## config.mk

```make
export PLATFORM = sky130hd
export DESIGN_NAME = led_matrix_controller_flat
export DESIGN_NICKNAME = d
export VERILOG_FILES = /design/src/rtl/led_matrix_controller_pkg.sv /design/src/rtl/led_matrix_controller_if.sv /design/src/rtl/led_matrix_controller_pattern_gen.sv /design/src/rtl/led_matrix_controller.sv /design/src/flat_wrapper.sv
export SDC_FILE = /design/constraint.sdc
export NUM_CORES = 1
export LEC_CHECK = 0
export CORE_MARGIN = 4
export CORE_UTILIZATION = 55
export CTS_CLUSTER_DIAMETER = 40
export DETAILED_ROUTE_END_ITERATION = 7
export PLACE_DENSITY = 0.79
export SYNTH_ARGS = -nofsm -noshare
export SYNTH_HDL_FRONTEND = slang
export SYNTH_SLANG_ARGS = --single-unit
```

## constraint.sdc

```tcl
create_clock -name clk -period 2.9 [get_ports clk]
set_input_delay 0.58 -clock clk [delete_from_list [all_inputs] [get_ports clk]]
set_output_delay 0.58 -clock clk [all_outputs]
set_load 0.01 [all_outputs]
```

## src/rtl/led_matrix_controller_pkg.sv

```systemverilog
// rtl/led_matrix_controller_pkg.sv - shared constants and types for the LED matrix controller
// Purpose: panel geometry, FSM state encoding and pixel layout used by every
//          file of the controller.
// Ports:   none (package).
package led_pkg;

  localparam int COLS  = 64;
  localparam int ROWS  = 32;
  localparam int COL_W = $clog2(COLS);
  localparam int ROW_W = $clog2(ROWS);

  typedef enum logic [1:0] {
    SHIFT   = 2'd0,
    LATCH   = 2'd1,
    DISPLAY = 2'd2
  } state_t;

  // Panel pin order on the connector is {spare, B, G, R}.
  typedef struct packed {
    logic spare;
    logic b;
    logic g;
    logic r;
  } pixel_t;

endpackage

```

## src/rtl/led_matrix_controller_if.sv

```systemverilog
// rtl/led_matrix_controller_if.sv - HUB75 panel connector signal bundle
// Purpose: groups every signal wired to the panel connector.
// Ports (master drives, slave observes):
//   col_addr    column currently presented on dout_a/dout_b
//   row_addr    row pair being displayed (top r, bottom r+32)
//   oe          output enable, active-low (1 = blank)
//   latch       latch strobe, active-high, one cycle
//   display_clk shift clock, panel samples dout on its rising edge
//   dout_a      top-half pixel {0,B,G,R}
//   dout_b      bottom-half pixel {0,B,G,R}
interface led_matrix_controller_if;
  import led_pkg::*;

  logic [COL_W-1:0] col_addr;
  logic [ROW_W-1:0] row_addr;
  logic             oe;
  logic             latch;
  logic             display_clk;
  logic [3:0]       dout_a;
  logic [3:0]       dout_b;

  modport master (
    output col_addr, row_addr, oe, latch, display_clk, dout_a, dout_b
  );

  modport slave (
    input col_addr, row_addr, oe, latch, display_clk, dout_a, dout_b
  );

endinterface

```

## src/rtl/led_matrix_controller_pattern_gen.sv

```systemverilog
// rtl/led_matrix_controller_pattern_gen.sv - combinational test-pattern source
// Purpose: maps a scan row and column to the pixel pair for both panel halves.
//   R = column/row parity checkerboard, G = right half of the panel,
//   B = bottom half of the panel, spare = 0.
// Ports:
//   row_i    scan row r (top panel row r, bottom panel row r+32)
//   col_i    column x
//   pix_a_o  top-half pixel
//   pix_b_o  bottom-half pixel
module led_pattern_gen
  import led_pkg::*;
(
  input  logic [ROW_W-1:0] row_i,
  input  logic [COL_W-1:0] col_i,
  output pixel_t           pix_a_o,
  output pixel_t           pix_b_o
);

  // The bottom row is r+32, so it shares bit 0 with the top row and always
  // has bit 5 set; only the blue channel differs between halves.
  always_comb begin
    pix_a_o       = '0;
    pix_a_o.r     = col_i[0] ^ row_i[0];
    pix_a_o.g     = col_i[COL_W-1];
    pix_a_o.b     = 1'b0;
    pix_a_o.spare = 1'b0;

    pix_b_o       = '0;
    pix_b_o.r     = col_i[0] ^ row_i[0];
    pix_b_o.g     = col_i[COL_W-1];
    pix_b_o.b     = 1'b1;
    pix_b_o.spare = 1'b0;
  end

endmodule

```

## src/rtl/led_matrix_controller.sv

```systemverilog
// rtl/led_matrix_controller.sv - HUB75 64x64 panel scan controller top
// Purpose: scans a 1/32 HUB75 panel: shifts one column pair per two clocks,
//          latches the row, then enables the LEDs for ON_CYCLES clocks.
// Ports:
//   clk    system clock, rising edge
//   rst    asynchronous active-low reset
//   panel  connector bundle (master modport), all outputs registered
module led_matrix_controller
  import led_pkg::*;
#(
  parameter int ON_CYCLES = 128
) (
  input  logic                    clk,
  input  logic                    rst,
  led_matrix_controller_if.master panel
);

  localparam int ON_W = (ON_CYCLES > 1) ? $clog2(ON_CYCLES) : 1;
  localparam logic [ON_W-1:0]  ON_LAST  = ON_W'(ON_CYCLES - 1);
  localparam logic [COL_W-1:0] COL_LAST = COL_W'(COLS - 1);
  localparam logic [ROW_W-1:0] ROW_LAST = ROW_W'(ROWS - 1);

  localparam logic [1:0] S_SHIFT   = SHIFT;
  localparam logic [1:0] S_LATCH   = LATCH;
  localparam logic [1:0] S_DISPLAY = DISPLAY;

  logic [1:0]       state_q,  state_d;
  logic [COL_W-1:0] col_q,    col_d;
  logic             phase_q,  phase_d;
  logic [ON_W-1:0]  on_cnt_q, on_cnt_d;
  logic [ROW_W-1:0] row_q,    row_d;

  logic [COL_W-1:0] col_addr_q;
  logic [ROW_W-1:0] row_addr_q;
  logic             oe_q;
  logic             latch_q;
  logic             dclk_q;
  logic [3:0]       dout_a_q;
  logic [3:0]       dout_b_q;

  pixel_t pix_a;
  pixel_t pix_b;

  // Fed with next-state row/column so the registered pixel lands in the same
  // cycle as the registered col_addr it belongs to.
  led_pattern_gen u_pattern (
    .row_i   (row_d),
    .col_i   (col_d),
    .pix_a_o (pix_a),
    .pix_b_o (pix_b)
  );

  always_comb begin
    state_d  = state_q;
    col_d    = col_q;
    phase_d  = phase_q;
    on_cnt_d = on_cnt_q;
    row_d    = row_q;
    case (state_q)
      S_SHIFT: begin
        if (!phase_q) begin
          phase_d = 1'b1;
        end else begin
          phase_d = 1'b0;
          if (col_q == COL_LAST) begin
            state_d = S_LATCH;
          end else begin
            col_d = col_q + COL_W'(1);
          end
        end
      end
      S_LATCH: begin
        state_d  = S_DISPLAY;
        on_cnt_d = '0;
      end
      S_DISPLAY: begin
        if (on_cnt_q == ON_LAST) begin
          state_d = S_SHIFT;
          col_d   = '0;
          phase_d = 1'b0;
          row_d   = (row_q == ROW_LAST) ? '0 : row_q + ROW_W'(1);
        end else begin
          on_cnt_d = on_cnt_q + ON_W'(1);
        end
      end
      default: begin
        state_d = S_SHIFT;
        col_d   = '0;
        phase_d = 1'b0;
      end
    endcase
  end

  always_ff @(posedge clk or negedge rst) begin
    if (!rst) begin
      state_q    <= S_SHIFT;
      col_q      <= '0;
      phase_q    <= 1'b0;
      on_cnt_q   <= '0;
      row_q      <= '0;
      col_addr_q <= '0;
      row_addr_q <= '0;
      oe_q       <= 1'b1;
      latch_q    <= 1'b0;
      dclk_q     <= 1'b0;
      dout_a_q   <= '0;
      dout_b_q   <= '0;
    end else begin
      state_q  <= state_d;
      col_q    <= col_d;
      phase_q  <= phase_d;
      on_cnt_q <= on_cnt_d;
      row_q    <= row_d;

      // Outputs are decoded from the next state so they change together with it.
      oe_q    <= (state_d != S_DISPLAY);
      latch_q <= (state_d == S_LATCH);
      dclk_q  <= (state_d == S_SHIFT) && phase_d;
      if (state_d == S_SHIFT) begin
        col_addr_q <= col_d;
        dout_a_q   <= pix_a;
        dout_b_q   <= pix_b;
      end
      // Row address moves only while the panel is blanked for the latch.
      if (state_d == S_LATCH) begin
        row_addr_q <= row_q;
      end
    end
  end

  assign panel.col_addr    = col_addr_q;
  assign panel.row_addr    = row_addr_q;
  assign panel.oe          = oe_q;
  assign panel.latch       = latch_q;
  assign panel.display_clk = dclk_q;
  assign panel.dout_a      = dout_a_q;
  assign panel.dout_b      = dout_b_q;

endmodule

```

## src/flat_wrapper.sv

```systemverilog
// flat-port wrapper written by rule: the top's interface ports become plain ports
module led_matrix_controller_flat import led_pkg::*;
#(
  parameter int ON_CYCLES = 128
)
  (clk, rst, panel_col_addr, panel_row_addr, panel_oe, panel_latch, panel_display_clk, panel_dout_a, panel_dout_b);
  led_matrix_controller_if panel_i ();
  input  logic clk;
  input  logic rst;
  output wire logic [$bits(panel_i.col_addr)-1:0] panel_col_addr;
  output wire logic [$bits(panel_i.row_addr)-1:0] panel_row_addr;
  output wire logic [$bits(panel_i.oe)-1:0] panel_oe;
  output wire logic [$bits(panel_i.latch)-1:0] panel_latch;
  output wire logic [$bits(panel_i.display_clk)-1:0] panel_display_clk;
  output wire logic [$bits(panel_i.dout_a)-1:0] panel_dout_a;
  output wire logic [$bits(panel_i.dout_b)-1:0] panel_dout_b;
  assign panel_col_addr = panel_i.col_addr;
  assign panel_row_addr = panel_i.row_addr;
  assign panel_oe = panel_i.oe;
  assign panel_latch = panel_i.latch;
  assign panel_display_clk = panel_i.display_clk;
  assign panel_dout_a = panel_i.dout_a;
  assign panel_dout_b = panel_i.dout_b;
  led_matrix_controller #(.ON_CYCLES(ON_CYCLES)) u_core (.clk(clk), .rst(rst), .panel(panel_i));
endmodule
```

==> key figures, run 1 <==
Routing
  • Antenna-violating nets left: 0
  • Via count: ~1600
  • Vias/cell: a little under 6
  • Drt drc: 0
  • DR pass1 iterations: 5
  • DRT iter0 DRCs: ~110
  • Routed len/inst: 15.22 um
  • Drt total wl: approximately 4000 um

Synth
  • Post-Syn Area: between 1500 and 2000 sq um
  • Post-Synth XOR/XNOR Area: less than 1%
  • Syn avg cell area: about 10 sq um
  • Predominant post-synthesis flop cell: dfrtp_1
  • FF+latch count, synth: 37
  • Top cells by area, synth: dfrtp_1 46%, ha_1 5.1%, mux2_4 4.6%
  • Syn Inst Count: between 150 and 200
  • Cell with the most instances after synthesis: dfrtp_1
  • Register area share after synthesis: 46.93%
  • YS warnings: 0
  • Compound-Gate Fraction of Synth Area: 16.02%
  • Yosys top cell area share: 45.60%
  • EDFF count, synth: 0
  • Commonest cells post-synth: 36 x dfrtp_1, 22 x nand2_1, 14 x a21oi_1, 14 x o21ai_0, 13 x nor2_1
  • Multiplexer area fraction after synthesis: 7.410%
  • Simple-Gate Fraction of Synth Area: a little under a fifth
  • Yosys cell types: 46
  • Cell taking the most area after synthesis: dfrtp_1
  • Largest family of logic cells by synthesized area: simple AND/OR/NAND/NOR gates
  • Synth async-reset ratio: 100.0%
  • Adder-cell share of the synthesized area: around 5.1%

Worst hold path
  • Hold path start: u_core.panel.dout_b[2]$_DFFE_PN0N_
  • Worst Hold Class: register to register
  • Worst Hold End: u_core.panel.dout_b[2]$_DFFE_PN0N_
  • Hold-critical path depth: 1

Timing
  • RSZ-0062 raised after global routing: no
  • Part of the cycle the worst path needs: about 82%
  • Worst-Margin Slew: about 530 ps
  • Worst hold margin: approximately 480 ps
  • Final setup TNS: 0 ps
  • PnR worst setup slack: 514.3 ps
  • Final min period: about 2400 ps
  • Max_slew headroom: about 65%
  • Setup Viol. Count Final: 0
  • Max Slew Vio Count: 0
  • Fmax: about 0.42 GHz
  • Clock Skew: 8.933 ps
  • Hold Fails Final Rpt: 0

Die
  • DIE WIDTH: between 60 and 70 um
  • DIE HEIGHT: about 68 um
  • Core area: roughly 3400 sq um
  • FP Rows: 21
  • Starting Density: between 50 and 60%
  • Die Area: around 4600 sq um
  • Number of I/O pins: 24

Critical path
  • WP data required: between 3000 and 4000 ps
  • Critical path class: register to register
  • Crit path DAT: approximately 2600 ps
  • Crit. End Element: register
  • Worst r2r dst: u_core.panel.col_addr[4]$_DFFE_PN0N_
  • R2r worst-path depth: 6
  • Crit Path Max Fanout: 8
  • CP startpoint kind: register
  • Reg2Reg Launch Point: u_core.col_q[0]$_DFF_PN0_
  • Reg2reg setup slack: about 510 ps

Power
  • Max rail drop VDD: roughly 220 uV
  • Lkg Pwr: around 1.0 nW
  • PwrDens: ~360 nW/um^2
  • Total power: between 0.7 and 0.8 mW

Place
  • # port buffers: 20
  • Setup Slack @ Placement: ~570 ps
  • Placer Congestion: between 0.8 and 0.9
  • HPWL after DPL: around 2900 um
  • DP Area: around 2200 sq um
  • Placed cells: 256

Global routing
  • Global Route met1 Usage: between 20% and 30%
  • Number of global-route vias before repair: about 1500
  • Largest net degree at the start of global routing: 38
  • Initial antenna violation count: 0
  • Grt peak-use layer: met2
  • Remaining global-route overflow: 0
  • GRT Resource Usage Total: 19.93%
  • First-pass GRT wire length: just under 7000 um
  • Met3 usage: roughly 6.2%
  • GR Layer Usage met2: between 30% and 40%

Clocking
  • Maximum buffer depth of the clock tree: 2
  • Setup Fix Bufs, Post-CTS: 0
  • Root buffer cell: clkbuf_4
  • Clock Latency Late Sink: roughly 350 ps
  • Reg clk slew, reported paths: ~110 ps
  • TritonCTS clock tree: yes
  • Cts bufs inserted: 5
  • Cells resized by post-CTS repair: 0
  • CTS H-Tree Depth: 2
  • Hold buffer count at CTS: 0
  • Clk sinks: 37

Finish
  • Layout cells sized above 1: between 10% and 20%
  • Area grow syn2layout: 13.36%
  • ANT cells: 0
  • Util after Layout: between 60% and 70%
  • NumNets Final: between 200 and 250
  • Final instance area: ~2200 sq um
  • Fillcell total: roughly 250
  • Fin cells: ~260

Job
  • Max-cap violations: 0

Status
  • Outcome: completed
==> placed cells by master (no fill, tap or decap), types with 3 or more instances in the layout <==
cell,instances
or3_1,4
nand2_1,22
nand2b_1,3
nand4_1,4
nor2_1,13
o21ai_0,14
ha_1,8
nand3_1,7
a211oi_1,3
dfrtp_1,36
clkbuf_4,5
mux2_4,6
a21oi_1,14
and3_1,4
mux2_2,5
buf_4,3
inv_1,6
clkdlybuf4s50_1,20
conb_1,3
==> cell type report <==
cell class              instances  area [sq um]  share of cell area, %
flip-flops and latches         37         927.1                  41.40
clock buffers                   6         41.29                  1.844
inverters                       6         22.52                  1.006
well taps                      46         57.56                  2.570
multi-input cells             144         958.4                  42.79
repair buffers                 23         222.7                  9.944
clock inverters                 2         10.01                 0.4469
==> power by group <==
part / switching (mW) / internal (mW) / leakage [nW]
Combinational: 0.0112 / 0.00205 / 0.522
Clock: 0.175 / 0.0924 / 0.0320
Sequential: 0 / 0.516 / 0.480
Total: 0.186 / 0.610 / 1.03
==> state kept, by name, indices dropped and copies added (netlist names) <==
name                      count
u_core.panel.dout_b           2
u_core.panel.dout_a           1
u_core.row_q                  5
u_core.panel.display_clk      1
u_core.panel.oe               1
u_core.phase_q                1
u_core.panel.col_addr         5
u_core.panel.row_addr         5
u_core.panel.latch            1
u_core.on_cnt_q               7
u_core.state_q                2
u_core.col_q                  6
==> cell families after synthesis <==
kind of cell	Yosys count
other	1
buffers and inverters	19
AO/OA/AOI/OAI	50
AND/OR/NAND/NOR	71
multiplexers	11
flip-flops	37
adder cells (fa/ha/maj)	8
XOR/XNOR	1
==> worst max path at each step <==
| stage | slack (ps) | from | endpoint | cells after the start |
|---|---|---|---|---|
| finish | 510 | u_core.col_q[0]$_DFF_PN0_ | u_core.panel.col_addr[4]$_DFFE_PN0N_ | 6 |
| detailed placement | 570 | u_core.col_q[0]$_DFF_PN0_ | u_core.panel.col_addr[4]$_DFFE_PN0N_ | 6 |
| global placement | 650 | u_core.on_cnt_q[0]$_DFFE_PN0P_ | u_core.panel.col_addr[1]$_DFFE_PN0N_ | 6 |
| CTS | 530 | u_core.col_q[0]$_DFF_PN0_ | u_core.panel.col_addr[4]$_DFFE_PN0N_ | 6 |
| floorplan | 780 | u_core.row_q[0]$_DFF_PN0_ | u_core.panel.dout_a[0]$_DFFE_PN0N_ | 7 |
| global route | 320 | u_core.col_q[0]$_DFF_PN0_ | u_core.panel.col_addr[3]$_DFFE_PN0N_ | 6 |
==> critical path, cell delays in order, from the launching register on <==
cell and delay [ps]:
dfrtp_1 490, ha_1 270, nand4_1 180, or3_1 390, nand2_1 130, o31a_1 480, mux2_4 340
==> routing by layer <==
layer	part of all wire, %	vias to the layer above
met2	48	54
met4	1.1	0
met5	0	-
li1	-	749
met3	6.0	8
met1	45	751
Power figures use the tool's default switching activity.
==> run 2, diff against run 1 <==
==> constraint.sdc (replaced) <==
create_clock -name clk -period 2.35 [get_ports clk]
set_input_delay 0.47 -clock clk [delete_from_list [all_inputs] [get_ports clk]]
set_output_delay 0.47 -clock clk [all_outputs]
set_load 0.01 [all_outputs]
==> key figures, run 2 (synthesis gave the netlist of run 1 again) <==
Power
  • Net load switching power: 0.2270 mW
  • Comb power frac: roughly 1.4%
  • Sequential share of power: between 50 and 60%
  • Switching Share: approximately a fifth
  • Max rail drop VDD: 384.3 uV
  • Internal: just under 1 mW
  • Total power: about 1.2 mW
  • PwrDens: around 500 nW/um^2
  • Clock power frac: between 40% and 50%
  • Lkg Pwr: between 1 and 1.5 nW

Timing
  • Part of the cycle the worst path needs: between 90 and 100%
  • Final setup TNS: 0 ps
  • Worst hold margin: just under 500 ps
  • Fmax: roughly 0.44 GHz
  • Final min period: 2251 ps
  • Hold Fails Final Rpt: 0
  • PnR worst setup slack: roughly 100 ps
  • Clock Skew: between 10 and 15 ps
  • Setup Viol. Count Final: 0
  • Max Slew Vio Count: 0

Place
  • Setup Slack @ Placement: about 110 ps
  • Placer Congestion: about 0.90
  • # port buffers: 20
  • HPWL after DPL: ~2900 um
  • DP Area: roughly 2200 sq um

Die
  • Starting Density: 58.29%
  • FP Rows: 21
  • Number of I/O pins: 24
  • DIE WIDTH: slightly below 70 um
  • Die Area: about 4600 sq um
  • DIE HEIGHT: slightly below 70 um
  • Core area: around 3400 sq um

Clocking
  • CTS H-Tree Depth: 2
  • Hold buffer count at CTS: 0
  • TritonCTS clock tree: yes
  • Clk sinks: 37
  • Cts bufs inserted: 5
  • Clock Latency Late Sink: about 350 ps
  • Maximum buffer depth of the clock tree: 2
  • Reg clk slew, reported paths: 120 ps
  • Root buffer cell: clkbuf_4

Critical path
  • Crit path DAT: between 2000 and 3000 ps
  • CP startpoint kind: register
  • Crit. End Element: register
  • Crit Path Max Fanout: 6
  • Critical path class: register to register
  • WP data required: ~2600 ps

Routing
  • Routed len/inst: between 15 and 20 um
  • Antenna-violating nets left: 0
  • Vias/cell: 5.989
  • Drt drc: 0
  • DRT iter0 DRCs: between 100 and 150
  • Via count: roughly 1600
  • Drt total wl: 4194 um
  • DR pass1 iterations: 5

Finish
  • Area grow syn2layout: 20.01%
  • Most frequent cells in the layout: 36 x dfrtp_1, 22 x nand2_1, 20 x clkdlybuf4s50_1
  • Biggest registers after layout: u_core.on_cnt_q (7), u_core.col_q (6)
  • Reg with most FFs: u_core.on_cnt_q
  • Most common cell after layout, fill and taps aside: dfrtp_1
  • ANT cells: 0
  • Max FFs per register: 7
  • NumNets Final: around 240
  • Final instance area: 2371 sq um
  • Layout cells sized above 1: between 10% and 20%

Global routing
  • Number of global-route vias before repair: 1563
  • First-pass GRT wire length: slightly above 7000 um
  • GRT Resource Usage Total: about a fifth
  • Remaining global-route overflow: 0
  • Largest net degree at the start of global routing: 38
  • Initial antenna violation count: 0

Worst hold path
  • Worst Hold Class: register to register

Status
  • Outcome: completed

Job
  • Max-cap violations: 0
==> run 2: changes by cell type in the layout (fill, tap and decap cells not counted), sizes merged <==
| cell | before | now |
|---|---|---|
| clkbuf | 6 | 5 |
| buf | 3 | 12 |
| clkinv | 2 | 1 |
| bufinv | 0 | 2 |
==> run 2: area by class of cell <==
type	count	area [sq um]
flip-flops and latches	37	927.1
clock inverters	3	65.06
clock buffers	5	37.54
well taps	46	57.56
inverters	6	22.52
multi-input cells	144	970.9
fillers	235	1018
repair buffers	32	290.3
==> run 2: worst max-delay path: stages, from the launching register on <==
cell	delay, ps
dfrtp_1	450
inv_1	100
ha_1	200
inv_1	80
or3_1	420
a21oi_2	170
nor3b_4	350
mux2_2	380
==> run 2: metrics by stage <==
stage | utilization (%) | instances
2_1_floorplan | - | 200
3_3_place_gp | 66.11 | 263
3_5_place_dp | 66.11 | 263
4_1_cts | 69.14 | 271
5_1_grt | 69.95 | 273
6_report | 69.95 | 273
==> run 2: metal layers <==
metal / vias to the layer above / GRT usage, % / share of wire [%]
li1: 765 / - / -
met5: - / 0 / 0
met3: 14 / 5.911 / 5.6
met4: 0 / 9.429 / 2.7
met2: 63 / 32.37 / 47
met1: 793 / 26.18 / 44
==> run 2: repair_timing <==
item                                    in CTS  in global routing
gates resized for setup                      0                  4
endpoints found under the setup margin       0                  7
buffers inserted                             0                  2
==> run 2: power by group through the flow <==
| stage | clock, mW | sequential [mW] | combinational (mW) |
|---|---|---|---|
| after global placement | 0 | 0.649 | 0.0169 |
| final | 0.543 | 0.636 | 0.0162 |
| after global routing | 0.588 | 0.637 | 0.0197 |
| after detailed placement | 0 | 0.649 | 0.0173 |
| after CTS | 0.554 | 0.636 | 0.0172 |
| after floorplan | 0 | 0.649 | 0.00578 |
==> run 2: worst paths after layout <==
path	from	to	slack (ps)	depth (start not counted)
min	u_core.panel.dout_b[2]$_DFFE_PN0N_	u_core.panel.dout_b[2]$_DFFE_PN0N_	490	1
min reg2reg	u_core.panel.dout_b[2]$_DFFE_PN0N_	u_core.panel.dout_b[2]$_DFFE_PN0N_	490	1
max reg2reg	u_core.state_q[0]$_DFF_PN0_	u_core.panel.row_addr[3]$_DFFE_PN0N_	100	7
min in group asynchronous	rst	u_core.state_q[1]$_DFF_PN0_	530	2
max	u_core.state_q[0]$_DFF_PN0_	u_core.panel.row_addr[3]$_DFFE_PN0N_	100	7
max in group asynchronous	rst	u_core.panel.oe$_DFF_PN1_	1480	2
==> run 3, diff against run 2 <==
--- a/config.mk
+++ b/config.mk
@@ -9,6 +9,7 @@
 export CORE_UTILIZATION = 55
 export CTS_CLUSTER_DIAMETER = 40
 export DETAILED_ROUTE_END_ITERATION = 7
+export MAX_ROUTING_LAYER = met4
 export PLACE_DENSITY = 0.79
 export SYNTH_ARGS = -nofsm -noshare
 export SYNTH_HDL_FRONTEND = slang
==> key figures, run 3 (synthesis gave the netlist of run 1 again) <==
Status
  • Outcome: completed

Finish
  • Layout cells sized above 1: between 10% and 20%
  • Most common cell after layout, fill and taps aside: dfrtp_1
  • Reg with most FFs: u_core.on_cnt_q
  • Area grow syn2layout: 18.43%
  • NumNets Final: between 200 and 250
  • Fin cells: between 200 and 300
  • Max FFs per register: 7
  • Final instance area: approximately 2300 sq um
  • Most frequent cells in the layout: 36 x dfrtp_1, 22 x nand2_1, 20 x clkdlybuf4s50_1
  • ANT cells: 0
  • Biggest registers after layout: u_core.on_cnt_q (7), u_core.col_q (6)
  • Fillcell total: about 250

Place
  • Placer Congestion: around 0.92
  • # port buffers: 20
  • Placed cells: approximately 260
  • DP Area: between 2000 and 2500 sq um
  • HPWL after DPL: 2913 um
  • Setup Slack @ Placement: between 90 and 100 ps

Timing
  • Worst hold margin: 480.0 ps
  • Setup Viol. Count Final: 0
  • Final setup TNS: 0 ps
  • Part of the cycle the worst path needs: a little over nine tenths
  • Fmax: around 0.44 GHz
  • Hold Fails Final Rpt: 0
  • Max Slew Vio Count: 0
  • PnR worst setup slack: ~90 ps
  • Final min period: between 2000 and 2500 ps
  • Clock Skew: approximately 20 ps

Routing
  • Antenna-violating nets left: 0
  • Vias/cell: 5.851
  • DRT iter0 DRCs: 132
  • DR top layer: met4
  • Drt total wl: between 4000 and 5000 um
  • Via count: roughly 1600
  • DR pass1 iterations: 4
  • DR WL met3: 221 um
  • Metal1 wirelength: ~1900 um
  • Routed len/inst: around 15 um
  • Drt drc: 0
  • Met2 wire length: between 1500 and 2000 um

Clocking
  • CTS H-Tree Depth: 2
  • Cts bufs inserted: 5
  • Reg clk slew, reported paths: between 100 and 150 ps
  • Maximum buffer depth of the clock tree: 2
  • Clk sinks: 37
  • Clock Latency Late Sink: 350 ps
  • Root buffer cell: clkbuf_4
  • TritonCTS clock tree: yes

Worst hold path
  • Worst Hold Class: register to register
  • Hold path start: u_core.panel.dout_b[2]$_DFFE_PN0N_

Critical path
  • CP startpoint kind: register
  • Crit path DAT: 2500 ps
  • Critical path class: register to register
  • Reg2Reg Launch Point: u_core.state_q[0]$_DFF_PN0_
  • Critical Path Start: u_core.state_q[0]$_DFF_PN0_
  • WP data required: about 2600 ps
  • Crit Path Max Fanout: 6
  • Crit. End Element: register

Job
  • Max-cap violations: 0

Global routing
  • Initial antenna violation count: 0
  • First-pass GRT wire length: 7093 um
  • Number of global-route vias before repair: 1604
  • GRT Resource Usage Total: between 20% and 30%
  • Largest net degree at the start of global routing: 38
  • Remaining global-route overflow: 0

Die
  • Core area: roughly 3400 sq um
  • Number of I/O pins: 24
  • DIE HEIGHT: 67.94 um
  • Die Area: approximately 4600 sq um
  • DIE WIDTH: a little under 70 um
  • Starting Density: 58.29%
  • FP Rows: 21

Power
  • Lkg Pwr: around 1.1 nW
  • Max rail drop VDD: roughly 350 uV
  • PwrDens: 417.6 nW/um^2
==> run 3: cell types whose count changed in the layout (fill, tap and decap cells not counted), sizes merged <==
| cell | previous run | this run |
|---|---|---|
| buf | 12 | 15 |
| bufinv | 2 | 0 |
| clkinv | 1 | 2 |
| clkinvlp | 0 | 1 |
==> run 3: layout make-up <==
class	count	area, sq um	share of cell area [%]
clock buffer	5	37.54	1.604
tap	46	57.56	2.460
clock inverter	3	17.52	0.7487
multi-input combinational	144	964.7	41.23
sequential	37	927.1	39.63
inverter	6	22.52	0.9626
timing repair buffer	35	312.8	13.37
==> run 3: per-stage QoR <==
step / util [%] / power, mW
2_1_floorplan: - / 0.6547
3_3_place_gp: 66.11 / 0.6656
3_5_place_dp: 66.11 / 0.6660
4_1_cts: 67.74 / 0.9989
5_1_grt: 69.03 / 1.030
6_report: 69.03 / 0.9772
==> run 3: power by group <==
part / internal (mW) / switching [mW] / total, mW
sequential: 0.636 / 0 / 0.636
combinational: 0.00254 / 0.0135 / 0.0161
clock: 0.113 / 0.212 / 0.325
total: 0.752 / 0.225 / 0.977
==> run 3: critical path, stage by stage, from the launching register on <==
cell	delay, ps
dfrtp_1	440
inv_1	110
ha_1	190
inv_1	70
or3_1	420
a21oi_2	160
nor3b_4	380
mux2_2	380
==> run 3: worst paths after layout <==
| kind | to | slack, ps | depth (start not counted) |
|---|---|---|---|
| worst max-delay path | u_core.panel.row_addr[0]$_DFFE_PN0N_ | 90 | 7 |
| worst min-delay path | u_core.panel.dout_b[2]$_DFFE_PN0N_ | 480 | 1 |
| worst max register to register | u_core.panel.row_addr[0]$_DFFE_PN0N_ | 90 | 7 |
| worst min register to register | u_core.panel.dout_b[2]$_DFFE_PN0N_ | 480 | 1 |
| max in group asynchronous | u_core.panel.oe$_DFF_PN1_ | 1480 | 2 |
| min in group asynchronous | u_core.state_q[1]$_DFF_PN0_ | 520 | 2 |
==> run 3: per-layer routing <==
| layer | up-vias | track usage (%) |
|---|---|---|
| met5 | - | - |
| met4 | 0 | 7.444 |
| met3 | 9 | 5.583 |
| met2 | 57 | 33.81 |
| met1 | 784 | 25.21 |
| li1 | 765 | - |
==> run 3: timing repair <==
item / in CTS / in global routing
resized for setup: 0 / 3
setup endpoints to repair: 0 / 11
setup buffers: 0 / 5
hold buffers: 0 / 0
